### config.mk
export PLATFORM = sky130hd
export DESIGN_NAME = change_dispense_ctrl
export DESIGN_NICKNAME = d
export VERILOG_FILES = /design/src/rtl/change_dispense_ctrl.sv
export SDC_FILE = /design/constraint.sdc
export NUM_CORES = 1
export LEC_CHECK = 0
export ABC_AREA = 1
export BUFFER_PORTS_ARGS = -buffer_cell sky130_fd_sc_hd__buf_2
export CORE_AREA = 2 2 97 99
export DETAILED_ROUTE_END_ITERATION = 12
export DIE_AREA = 0 0 99 101
export GPL_ROUTABILITY_DRIVEN = 0
export GPL_TIMING_DRIVEN = 0
export PLACE_DENSITY = 0.68
export SLEW_MARGIN = 20
export SYNTH_ARGS = -nofsm -noshare
export SYNTH_HDL_FRONTEND = slang
export SYNTH_SLANG_ARGS = --single-unit
### constraint.sdc
create_clock -name clk -period 3.3 [get_ports clk]
set_clock_uncertainty 0.2 [all_clocks]
set_input_delay 0.495 -clock clk [delete_from_list [all_inputs] [get_ports clk]]
set_output_delay 0.495 -clock clk [all_outputs]
set_load 0.1 [all_outputs]
### src/rtl/change_dispense_ctrl.sv
// -----------------------------------------------------------------------------
// change_dispense_ctrl
//
// Purpose:
//   Returns a customer's change through a coin hopper. An inactivity timer runs
//   after each coin insertion or item selection. Change is returned either on
//   request or when the timer expires. Dispensing is greedy: each coin is the
//   largest denomination (1000 / 500 / 100) that does not exceed the balance
//   still owed. Any remainder below 100 is reported as a residual when
//   dispensing finishes.
//
// Ports:
//   clk              rising-edge clock for all state
//   reset            synchronous, active-high; also forces every output to 0
//   i_activity       coin inserted / item selected; restarts the wait timer
//   i_trigger_return immediate change-return request (wins over i_activity)
//   i_balance        machine balance, latched on every entry to DISPENSE
//   i_hopper_ready   hopper accepts the offered coin this cycle
//   o_return_coin    one-hot coin offered: bit2=1000, bit1=500, bit0=100
//   o_coin_valid     o_return_coin is valid
//   o_busy           high in DISPENSE and DONE
//   o_done           one-cycle pulse when dispensing ends
//   o_residual       undispensable remainder (<100), non-zero only with o_done
//   o_wait_time      current wait timer value
// -----------------------------------------------------------------------------
module change_dispense_ctrl #(
    parameter int WAIT_CYCLES = 10,
    parameter int BAL_W       = 16
) (
    input  logic             clk,
    input  logic             reset,
    input  logic             i_activity,
    input  logic             i_trigger_return,
    input  logic [BAL_W-1:0] i_balance,
    input  logic             i_hopper_ready,
    output logic [2:0]       o_return_coin,
    output logic             o_coin_valid,
    output logic             o_busy,
    output logic             o_done,
    output logic [BAL_W-1:0] o_residual,
    output logic [31:0]      o_wait_time
);

    typedef enum logic [1:0] {
        S_IDLE     = 2'd0,
        S_WAIT     = 2'd1,
        S_DISPENSE = 2'd2,
        S_DONE     = 2'd3
    } state_t;

    localparam logic [BAL_W-1:0] COIN_100  = BAL_W'(100);
    localparam logic [BAL_W-1:0] COIN_500  = BAL_W'(500);
    localparam logic [BAL_W-1:0] COIN_1000 = BAL_W'(1000);

    // Greedy choice: largest coin not exceeding the amount still owed.
    // Because a coin is only chosen when it fits, the later subtraction
    // can never underflow.
    function automatic logic [2:0] coin_sel(input logic [BAL_W-1:0] rem);
        if (rem >= COIN_1000)     coin_sel = 3'b100;
        else if (rem >= COIN_500) coin_sel = 3'b010;
        else if (rem >= COIN_100) coin_sel = 3'b001;
        else                      coin_sel = 3'b000;
    endfunction

    function automatic logic [BAL_W-1:0] coin_val(input logic [2:0] sel);
        case (sel)
            3'b100:  coin_val = COIN_1000;
            3'b010:  coin_val = COIN_500;
            3'b001:  coin_val = COIN_100;
            default: coin_val = '0;
        endcase
    endfunction

    state_t           state_q, state_d;
    logic [BAL_W-1:0] rem_q, rem_d;
    logic [31:0]      timer_q, timer_d;
    logic [2:0]       sel;
    logic             coin_ok;

    always_ff @(posedge clk) begin
        if (reset) begin
            state_q <= S_IDLE;
            rem_q   <= '0;
            timer_q <= '0;
        end else begin
            state_q <= state_d;
            rem_q   <= rem_d;
            timer_q <= timer_d;
        end
    end

    always_comb begin
        state_d = state_q;
        rem_d   = rem_q;
        timer_d = timer_q;
        sel     = coin_sel(rem_q);
        coin_ok = (rem_q >= COIN_100);

        case (state_q)
            S_IDLE: begin
                if (i_trigger_return) begin
                    state_d = S_DISPENSE;
                    rem_d   = i_balance;
                    timer_d = '0;
                end else if (i_activity) begin
                    state_d = S_WAIT;
                    timer_d = 32'(WAIT_CYCLES);
                end
            end
            S_WAIT: begin
                if (i_trigger_return) begin
                    state_d = S_DISPENSE;
                    rem_d   = i_balance;
                    timer_d = '0;
                end else if (i_activity) begin
                    timer_d = 32'(WAIT_CYCLES);
                end else if (timer_q <= 32'd1) begin
                    // Timer expires on this edge: hand over to dispensing.
                    state_d = S_DISPENSE;
                    rem_d   = i_balance;
                    timer_d = '0;
                end else begin
                    timer_d = timer_q - 32'd1;
                end
            end
            S_DISPENSE: begin
                if (!coin_ok) begin
                    state_d = S_DONE;
                end else if (i_hopper_ready) begin
                    rem_d = rem_q - coin_val(sel);
                    // Finish straight after the last coin that fits so that
                    // o_done follows the final transfer without a gap cycle.
                    if (rem_d < COIN_100) state_d = S_DONE;
                end
            end
            S_DONE: begin
                state_d = S_IDLE;
            end
            default: begin
                state_d = S_IDLE;
            end
        endcase
    end

    // Outputs are gated by reset so nothing is offered (and then silently
    // lost to the reset) while reset is held.
    always_comb begin
        o_coin_valid  = !reset && (state_q == S_DISPENSE) && coin_ok;
        o_return_coin = o_coin_valid ? sel : 3'b000;
        o_busy        = !reset && ((state_q == S_DISPENSE) || (state_q == S_DONE));
        o_done        = !reset && (state_q == S_DONE);
        o_residual    = o_done ? rem_q : '0;
        o_wait_time   = reset ? 32'd0 : timer_q;
    end

endmodule

==> impl_metrics.csv, run 1 <==
group,metric,value,unit
run_status,outcome,"complete, no violations",
cts,cts_tree,"yes",
layout,syn_to_final_growth,23.0,%
logic_synthesis,synthFlopType,"dfxtp_1",
floorplanning,die_area,10000,sq um
worst_setup_path,startpoint_type,"register",
layout,drive_gt1_share,22.9,%
cts,cts.reportedPaths.clkPinSlew,0.10,ns
layout,fillers,923,
routing,wl,11.9,mm
layout,final_common_cell,"nand2_1",
floorplanning,die_y,101,um
min_path,hold_class,"input port to register",
cts,clk_latency,0.32,ns
worst_setup_path,r2r_start,"rem_q[11]$_SDFFE_PP0P_",
routing,vias,4450,
timing,final_max_slew_viol_count,0,
global_route,antenna_found_initial,0,
cts,numCtsBuffers,5,
floorplanning,die_w,99,um
logic_synthesis,ys_warn_count,0,
logic_synthesis,synth_nets,694,
timing,max_freq,307,MHz
min_path,min-delay-start,"i_balance[0]",
worst_setup_path,path_max_fanout,5,
cts,numClockSinks,50,
floorplanning,core_area,8980,sq um
floorplanning,num_io_pins,75,
routing,drtAntennaViolNets,0,
routing,drc,0,
routing,dr.pass1.iters,5,
layout,antennaDiodeCount,0,
timing,finalCritPeriodShare,98.7,%
worst_setup_path,worstSetupPathType,"register to register",
logic_synthesis,synth-seq-area-share,25.7,%
timing,tns,0,ns
logic_synthesis,synth_edf_count,0,
logic_synthesis,synth_area,3900,sq um
logic_synthesis,yosysUniqueCellTypes,42,
run,max_cap_viol_count,0,
floorplanning,rows,35,
timing,fin_crit,3.26,ns
cts,hold_buffers,0,
floorplanning,start_util,43.5,%
worst_setup_path,arrival,3.28,ns
place,place_hpwl,9.27,mm
timing,setup_viol_count_final,0,
place,numPortBuffers,74,
layout,nets,782,
global_route,grt_pass1_wl,19.0,mm
global_route,grt_pass1_vias,4123,
routing,drt_iter0_drc,242,
logic_synthesis,async_reset_ff_share,0,%
cts,htreeDepth,2,
cts,cts_buffer_depth,2,
logic_synthesis,synthCells,657,
worst_setup_path,end_kind,"register",
global_route,grt_max_degree,18,
global_route,grtUsageTotal,23.3,%
routing,post_drt_via_cell_ratio,5.19,
worst_setup_path,crit_required,3.32,ns
global_route,grt_overflow,0,
cts,cts-root-buf,"clkbuf_8",
logic_synthesis,syn_area_per_cell,5.94,sq um
timing,relSlewSlack,60.1,%
layout,mostFrequentLayoutCells,"nand2_1, nor2_1, inv_1, buf_2, dfxtp_1",
logic_synthesis,ys_ff_latch,50,
timing,rsz0062_at_grt,"true",
timing,tightestPinTransition,0.599,ns
worst_setup_path,crit_path_start,"rem_q[11]$_SDFFE_PP0P_",
routing,routedWlPerCell,13.9,um
timing,hold_viol,0,
[sequential cells by signal (all words and copies together), names as in the netlist]
signal,flops
timer_q,32
state_q,2
rem_q,16
[stage by stage]
stage / hold WS (ns) / setup slack [ns] / area, sq um / instances / utilization, %
final: 0.237 / 0.0422 / 4800 / 857 / 53.4
after global routing: 0.245 / -0.177 / 4800 / 857 / 53.4
after detailed placement: 0.280 / -0.492 / 4510 / 842 / 50.2
after CTS: 0.229 / 0.0247 / 4680 / 852 / 52.1
after floorplan: 0.248 / 0.118 / 4000 / 657 / -
after global placement: 0.272 / -0.488 / 4510 / 842 / 50.2
[repair_timing]
item                       CTS  global route
buffers inserted             2             6
pin swaps                    1            13
setup endpoints to repair    6             8
cloned                       0             0
gates resized for setup      9            26
[cells in the mapped netlist (3+ instances only)]
cell / count / share of area, %
nand2_1: 137 / 13
nand2_2: 6 / 0.96
clkbuf_1: 10 / 0.96
a31oi_1: 4 / 0.64
o21ai_0: 26 / 3.3
a21oi_2: 6 / 1.3
a211oi_1: 3 / 0.58
inv_1: 105 / 10
nand3_1: 49 / 6.3
o21ai_1: 9 / 1.2
nand4_1: 9 / 1.4
xor2_1: 8 / 1.8
inv_2: 9 / 0.87
nor2_4: 3 / 0.87
nor2_2: 3 / 0.48
nor4_1: 5 / 0.80
ha_1: 15 / 4.8
dfxtp_1: 50 / 26
a21oi_1: 23 / 3.0
nor3_1: 10 / 1.3
nor2_1: 139 / 13
[critical path, cell delays in order (launching register included)]
cell	delay (ns)
dfxtp_4	0.38
nor2_4	0.12
nand4_1	0.18
buf_4	0.20
a41oi_4	0.18
nand2_2	0.09
o21ai_2	0.06
ha_2	0.20
inv_4	0.04
fa_2	0.39
nand2_2	0.11
nand2_4	0.07
nand3_4	0.12
nand3_2	0.08
nand2_1	0.08
nand2_1	0.06
inv_2	0.06
nand2_2	0.04
nor2_2	0.12
nand2_1	0.07
nand2_2	0.11
nand3_2	0.08
nand2_1	0.08
nor2_1	0.04
[cells by family after synthesis]
kind of cell	Yosys count	share of synthesized area (%)
xor gates and xnor gates	8	1.80
muxes	2	0.513
AOI/OAI and AO/OA	85	13.1
and+or+nand+nor	367	40.4
adders and majority gates	16	5.32
DFF	50	25.7
buffers and inverters	129	13.1
[area by class of cell]
| type | instances | area (sq um) | area share [%] |
|---|---|---|---|
| tap | 111 | 139 | 2.89 |
| clock inverter | 3 | 47.5 | 0.991 |
| clock buffer | 5 | 68.8 | 1.43 |
| inverter | 114 | 430 | 8.97 |
| timing repair buffer | 82 | 430 | 8.97 |
| buffer | 14 | 82.6 | 1.72 |
| multi-input combinational | 478 | 2590 | 54.0 |
| sequential | 50 | 1010 | 21.0 |
[per-layer routing]
metal / share of wire (%) / vias up / track usage (%) / wire (um)
met4: 1.7 / 0 / 6.53 / 202
met2: 49 / 127 / 41.0 / 5790
met1: 45 / 2042 / 29.8 / 5330
met5: 0 / - / 0 / 0
met3: 5.0 / 20 / 3.54 / 595
li1: - / 2261 / - / -
[final timing paths]
| kind | end | slack (ns) | depth (start not counted) |
|---|---|---|---|
| min | rem_q[0]$_SDFFE_PP0P_ | 0.24 | 3 |
| max | state_q[0]$_SDFFE_PP0P_ | 0.04 | 23 |
| min reg2reg | rem_q[12]$_SDFFE_PP0P_ | 0.29 | 2 |
| max reg2reg | state_q[0]$_SDFFE_PP0P_ | 0.04 | 23 |
Power of run 1 is not shown: default switching activity piles up to over one toggle a cycle in this logic, so the estimate is an artifact.
==> run 2, diff against run 1 <==
CORE_AREA = 4 4 76 131   (was 2 2 97 99)
DIE_AREA = 0 0 80 135   (was 0 0 99 101)
==> impl_metrics.csv, run 2 (synthesis gave the netlist of run 1 again) <==
group,metric,value,unit
run,max_cap_viol_count,0,
global_route,grt_overflow,0,
layout,final_common_cell,"nand2_1",
worst_setup_path,crit_path_start,"rem_q[11]$_SDFFE_PP0P_",
cts,clk_latency,0.29,ns
timing,tightestPinTransition,0.594,ns
min_path,min-delay-start,"i_balance[0]",
place,place_hpwl,10.3,mm
floorplanning,rows,46,
worst_setup_path,arrival,3.19,ns
run_status,outcome,"complete, no violations",
place,dp_slack,-0.603,ns
layout,largest_reg_flops,32,
floorplanning,die_w,80,um
cts,cts-root-buf,"clkbuf_16",
timing,relSlewSlack,60.4,%
place,numPortBuffers,74,
timing,max_freq,313,MHz
layout,antennaDiodeCount,0,
global_route,grt_pass1_vias,4416,
cts,htreeDepth,2,
layout,fillers,949,
routing,drc,0,
timing,finalCritPeriodShare,96.8,%
timing,final_max_slew_viol_count,0,
worst_setup_path,cp_cell_sequence,"nor2_4 -> nand4_1 -> buf_6 -> a41oi_4 -> nand2_2 -> o21ai_1 -> ha_2 -> inv_2 -> fa_2 -> nand2_2 -> nand2_2 -> nand3_1 -> nand3_1 -> nor2_1 -> nor2_1 -> nand3_1 -> nor2_1 -> nand2_1 -> nand2_2 -> a21oi_1 -> nor2_1",
floorplanning,core_area,8980,sq um
layout,regArea,1010,sq um
layout,drive_gt1_share,22.0,%
timing,fin_crit,3.19,ns
worst_setup_path,r2r_setup_slack,0.11,ns
worst_setup_path,startpoint_type,"register",
routing,dr.pass1.iters,5,
floorplanning,num_io_pins,75,
global_route,antenna_found_initial,0,
cts,cts_buffer_depth,2,
global_route,grt-busiest-layer,"met2",
timing,rsz0062_at_grt,"true",
cts,numCtsBuffers,5,
floorplanning,start_util,43.5,%
floorplanning,die_area,10800,sq um
worst_setup_path,r2r_start,"rem_q[11]$_SDFFE_PP0P_",
timing,setup_ws,0.106,ns
worst_setup_path,max_stage_delay,0.39,ns
layout,largestRegisters,"timer_q (32), rem_q (16), state_q (2)",
worst_setup_path,reg2reg_to,"state_q[1]$_SDFFE_PP0P_",
routing,routedWlPerCell,15.0,um
layout,top_register,"timer_q",
layout,fin_util,54.3,%
floorplanning,die_y,135,um
worst_setup_path,path_max_fanout,4,
cts,cts.reportedPaths.clkPinSlew,0.07,ns
worst_setup_path,end_kind,"register",
global_route,grt_pass1_wl,20.5,mm
worst_setup_path,worstSetupPathType,"register to register",
cts,numClockSinks,50,
min_path,hold_path_depth,3,
layout,multiInputGateArea,2570,sq um
global_route,grtUsageTotal,24.1,%
global_route,globalRouteMet2Util,48.2,%
layout,syn_to_final_growth,24.9,%
timing,setup_viol_count_final,0,
cts,cts_tree,"yes",
min_path,hold_path_end,"rem_q[0]$_SDFFE_PP0P_",
global_route,groute.layer.met1.usage,22.0,%
routing,post_drt_via_cell_ratio,5.28,
worst_setup_path,crit_required,3.29,ns
cts,hold_buffers,0,
routing,drtAntennaViolNets,0,
timing,fin_hold_ws,0.258,ns
global_route,use_met3,3.07,%
layout,mostFrequentLayoutCells,"nand2_1, nor2_1, inv_1, buf_2, dfxtp_1",
worst_setup_path,crit_path_top_delay_cell,"fa_2",
routing,wl,13.0,mm
routing,vias,4569,
timing,hold_viol,0,
worst_setup_path,r2r.worst_path.cells,21,
min_path,hold_class,"input port to register",
global_route,grt_max_degree,16,
routing,drt_iter0_drc,227,
layout,nets,782,
==> run 2: repair_timing <==
| action | 4_1_cts | 5_1_grt |
|---|---|---|
| resized for setup | 11 | 21 |
| setup endpoints to repair | 8 | 14 |
| pin swaps | 1 | 9 |
| setup buffers | 2 | 5 |
==> run 2: final cells by class <==
| class | instances | share of cell area (%) |
|---|---|---|
| inverter | 114 | 8.78 |
| clock inverter | 2 | 1.23 |
| timing repair buffer | 81 | 8.86 |
| sequential | 50 | 20.7 |
| tap | 120 | 3.08 |
| clock buffer | 6 | 2.85 |
| multi-input combinational | 478 | 52.7 |
| buffer | 15 | 1.80 |
==> run 2: critical path: cells and delay by family, from the launching register on <==
family                     cells  cell delay, ns
buffers and inverters          2            0.20
AOI/OAI and AO/OA              3            0.44
adders and majority gates      2            0.58
DFF                            1            0.37
and+or+nand+nor               14            1.31
==> run 2: through the flow <==
stage          TNS [ns]  std cells  instance area (sq um)
2_1_floorplan         0        657                   4000
3_3_place_gp      -2.73        851                   4520
3_5_place_dp      -2.28        851                   4520
4_1_cts               0        861                   4780
5_1_grt         -0.0974        866                   4870
6_report              0        866                   4870
==> run 2: how the worst max path moves through the flow <==
stage	to	slack, ns	cells after the start
after floorplan	o_residual[10]	0.12	6
after global placement	state_q[0]$_SDFFE_PP0P_	-0.66	22
after detailed placement	state_q[0]$_SDFFE_PP0P_	-0.60	22
after CTS	state_q[1]$_SDFFE_PP0P_	0.02	23
after global routing	state_q[1]$_SDFFE_PP0P_	-0.07	23
final	state_q[1]$_SDFFE_PP0P_	0.11	21
==> run 2: routing by layer <==
layer | share of wire, % | vias up
li1 | - | 2255
met1 | 34 | 2090
met2 | 57 | 177
met3 | 4.7 | 47
met4 | 4.8 | 0
met5 | 0 | -
Power of run 2 is left out for the same reason.
==> run 3, diff against run 2 <==
RECOVER_POWER = 100   (was default)
==> impl_metrics.csv, run 3 (synthesis gave the netlist of run 1 again) <==
group,metric,value,unit
run_status,outcome,"complete, no violations",
timing,hold_viol,0,
layout,mostFrequentLayoutCells,"nand2_1, nor2_1, inv_1, dfxtp_1, nand3_1",
routing,wl,13.1,mm
floorplanning,die_w,80,um
place,placed_cells,851,
global_route,grtUsageTotal,24.1,%
cts,hold_buffers,0,
cts,numClockSinks,50,
layout,largest_reg_flops,32,
layout,fin_cells,866,
worst_setup_path,arrival,2.49,ns
floorplanning,core_area,8980,sq um
timing,rsz0062_at_grt,"true",
timing,final_max_slew_viol_count,0,
layout,final_common_cell,"nand2_1",
routing,drtAntennaViolNets,0,
timing,relSlewSlack,22.5,%
global_route,grt_pass1_wl,20.5,mm
global_route,grt_max_degree,16,
floorplanning,num_io_pins,75,
routing,routedWlPerCell,15.1,um
floorplanning,die_area,10800,sq um
layout,top_register,"timer_q",
timing,finalCritPeriodShare,96.5,%
cts,cts.reportedPaths.clkPinSlew,0.07,ns
global_route,grt_pass1_vias,4416,
worst_setup_path,worstSetupPathType,"register to primary output",
floorplanning,start_util,43.5,%
cts,htreeDepth,2,
layout,antennaDiodeCount,0,
routing,drc,0,
cts,cts-root-buf,"clkbuf_16",
cts,numCtsBuffers,5,
cts,cts_tree,"yes",
run,max_cap_viol_count,0,
timing,tightestPinTransition,1.17,ns
worst_setup_path,r2r_setup_slack,0.12,ns
layout,regArea,1010,sq um
min_path,hold_class,"input port to register",
layout,drive_gt1_share,17.0,%
cts,clk_latency,0.29,ns
routing,drt_iter0_drc,207,
layout,nets,782,
timing,setup_viol_count_final,0,
worst_setup_path,path_max_fanout,8,
routing,dr.pass1.iters,5,
routing,vias,4570,
layout,fillers,977,
cts,cts_buffer_depth,2,
worst_setup_path,startpoint_type,"register",
worst_setup_path,end_kind,"primary output",
layout,syn_to_final_growth,22.7,%
global_route,antenna_found_initial,0,
layout,largestRegisters,"timer_q (32), rem_q (16), state_q (2)",
place,numPortBuffers,74,
place,place_hpwl,10.3,mm
layout,multiInputGateArea,2530,sq um
routing,post_drt_via_cell_ratio,5.28,
timing,max_freq,314,MHz
worst_setup_path,crit_required,2.60,ns
floorplanning,rows,46,
floorplanning,die_y,135,um
timing,fin_crit,3.18,ns
global_route,grt_overflow,0,
==> run 3: changes by cell type in the layout (fill, tap and decap cells not counted), moves of 2 or more <==
cell | before | now
a21oi_2 | 6 | 4
buf_2 | 74 | 44
inv_2 | 12 | 10
nor2_2 | 10 | 7
nor2_1 | 117 | 121
clkbuf_1 | 8 | 35
inv_1 | 102 | 104
clkbuf_2 | 2 | 6
a21oi_1 | 23 | 25
==> run 3: area by class of cell <==
cell class,count,share of cell area [%]
multi-input cells,478,52.8
flip-flops and latches,50,21.0
inverters,114,8.94
repair buffers,81,8.36
well taps,120,3.14
clock buffers,6,2.90
plain buffers,15,1.57
clock inverters,2,1.25
==> run 3: repair_timing <==
item                                    CTS  global route
gates resized for setup                  11            21
pin swaps                                 1             9
endpoints found under the setup margin    8            14
buffers inserted                          2             5
endpoints found under the hold margin     0             0
==> run 3: per-layer routing <==
layer	vias up	part of all wire (%)	wire length [um]	track usage, %
met3	48	4.0	526	3.07
li1	2258	-	-	-
met1	2099	34	4460	22.0
met4	0	4.7	614	13.5
met5	-	0	0	0
met2	165	57	7460	48.2
==> run 3: per-stage QoR <==
| stage | area [sq um] | setup slack, ns | setup TNS (ns) | hold slack (ns) | utilization [%] |
|---|---|---|---|---|---|
| floorplan | 4000 | 0.118 | 0 | 0.248 | - |
| global placement | 4520 | -0.661 | -2.73 | 0.268 | 50.3 |
| detailed placement | 4520 | -0.603 | -2.28 | 0.279 | 50.3 |
| CTS | 4780 | 0.0184 | 0 | 0.249 | 53.2 |
| global route | 4790 | -0.0675 | -0.0974 | 0.285 | 53.3 |
| finish | 4790 | 0.115 | 0 | 0.262 | 53.3 |
==> run 3: final timing paths <==
path | from | end | cells past startpoint
worst max-delay path | state_q[0]$_SDFFE_PP0P_ | o_return_coin[2] | 8
worst max register to register | rem_q[11]$_SDFFE_PP0P_ | state_q[1]$_SDFFE_PP0P_ | 23
worst min register to register | timer_q[4]$_SDFFE_PP0P_ | timer_q[4]$_SDFFE_PP0P_ | 1
worst min-delay path | i_balance[1] | rem_q[1]$_SDFFE_PP0P_ | 3
==> run 3: worst max-delay path, stage by stage, from the launching register on <==
cell	delay, ns
dfxtp_1	0.36
inv_1	0.12
ha_1	0.15
clkbuf_1	0.35
inv_1	0.22
nor2_1	0.27
nand2_1	0.16
nor2_1	0.12
buf_2	0.43
Power of run 3 is left out for the same reason.
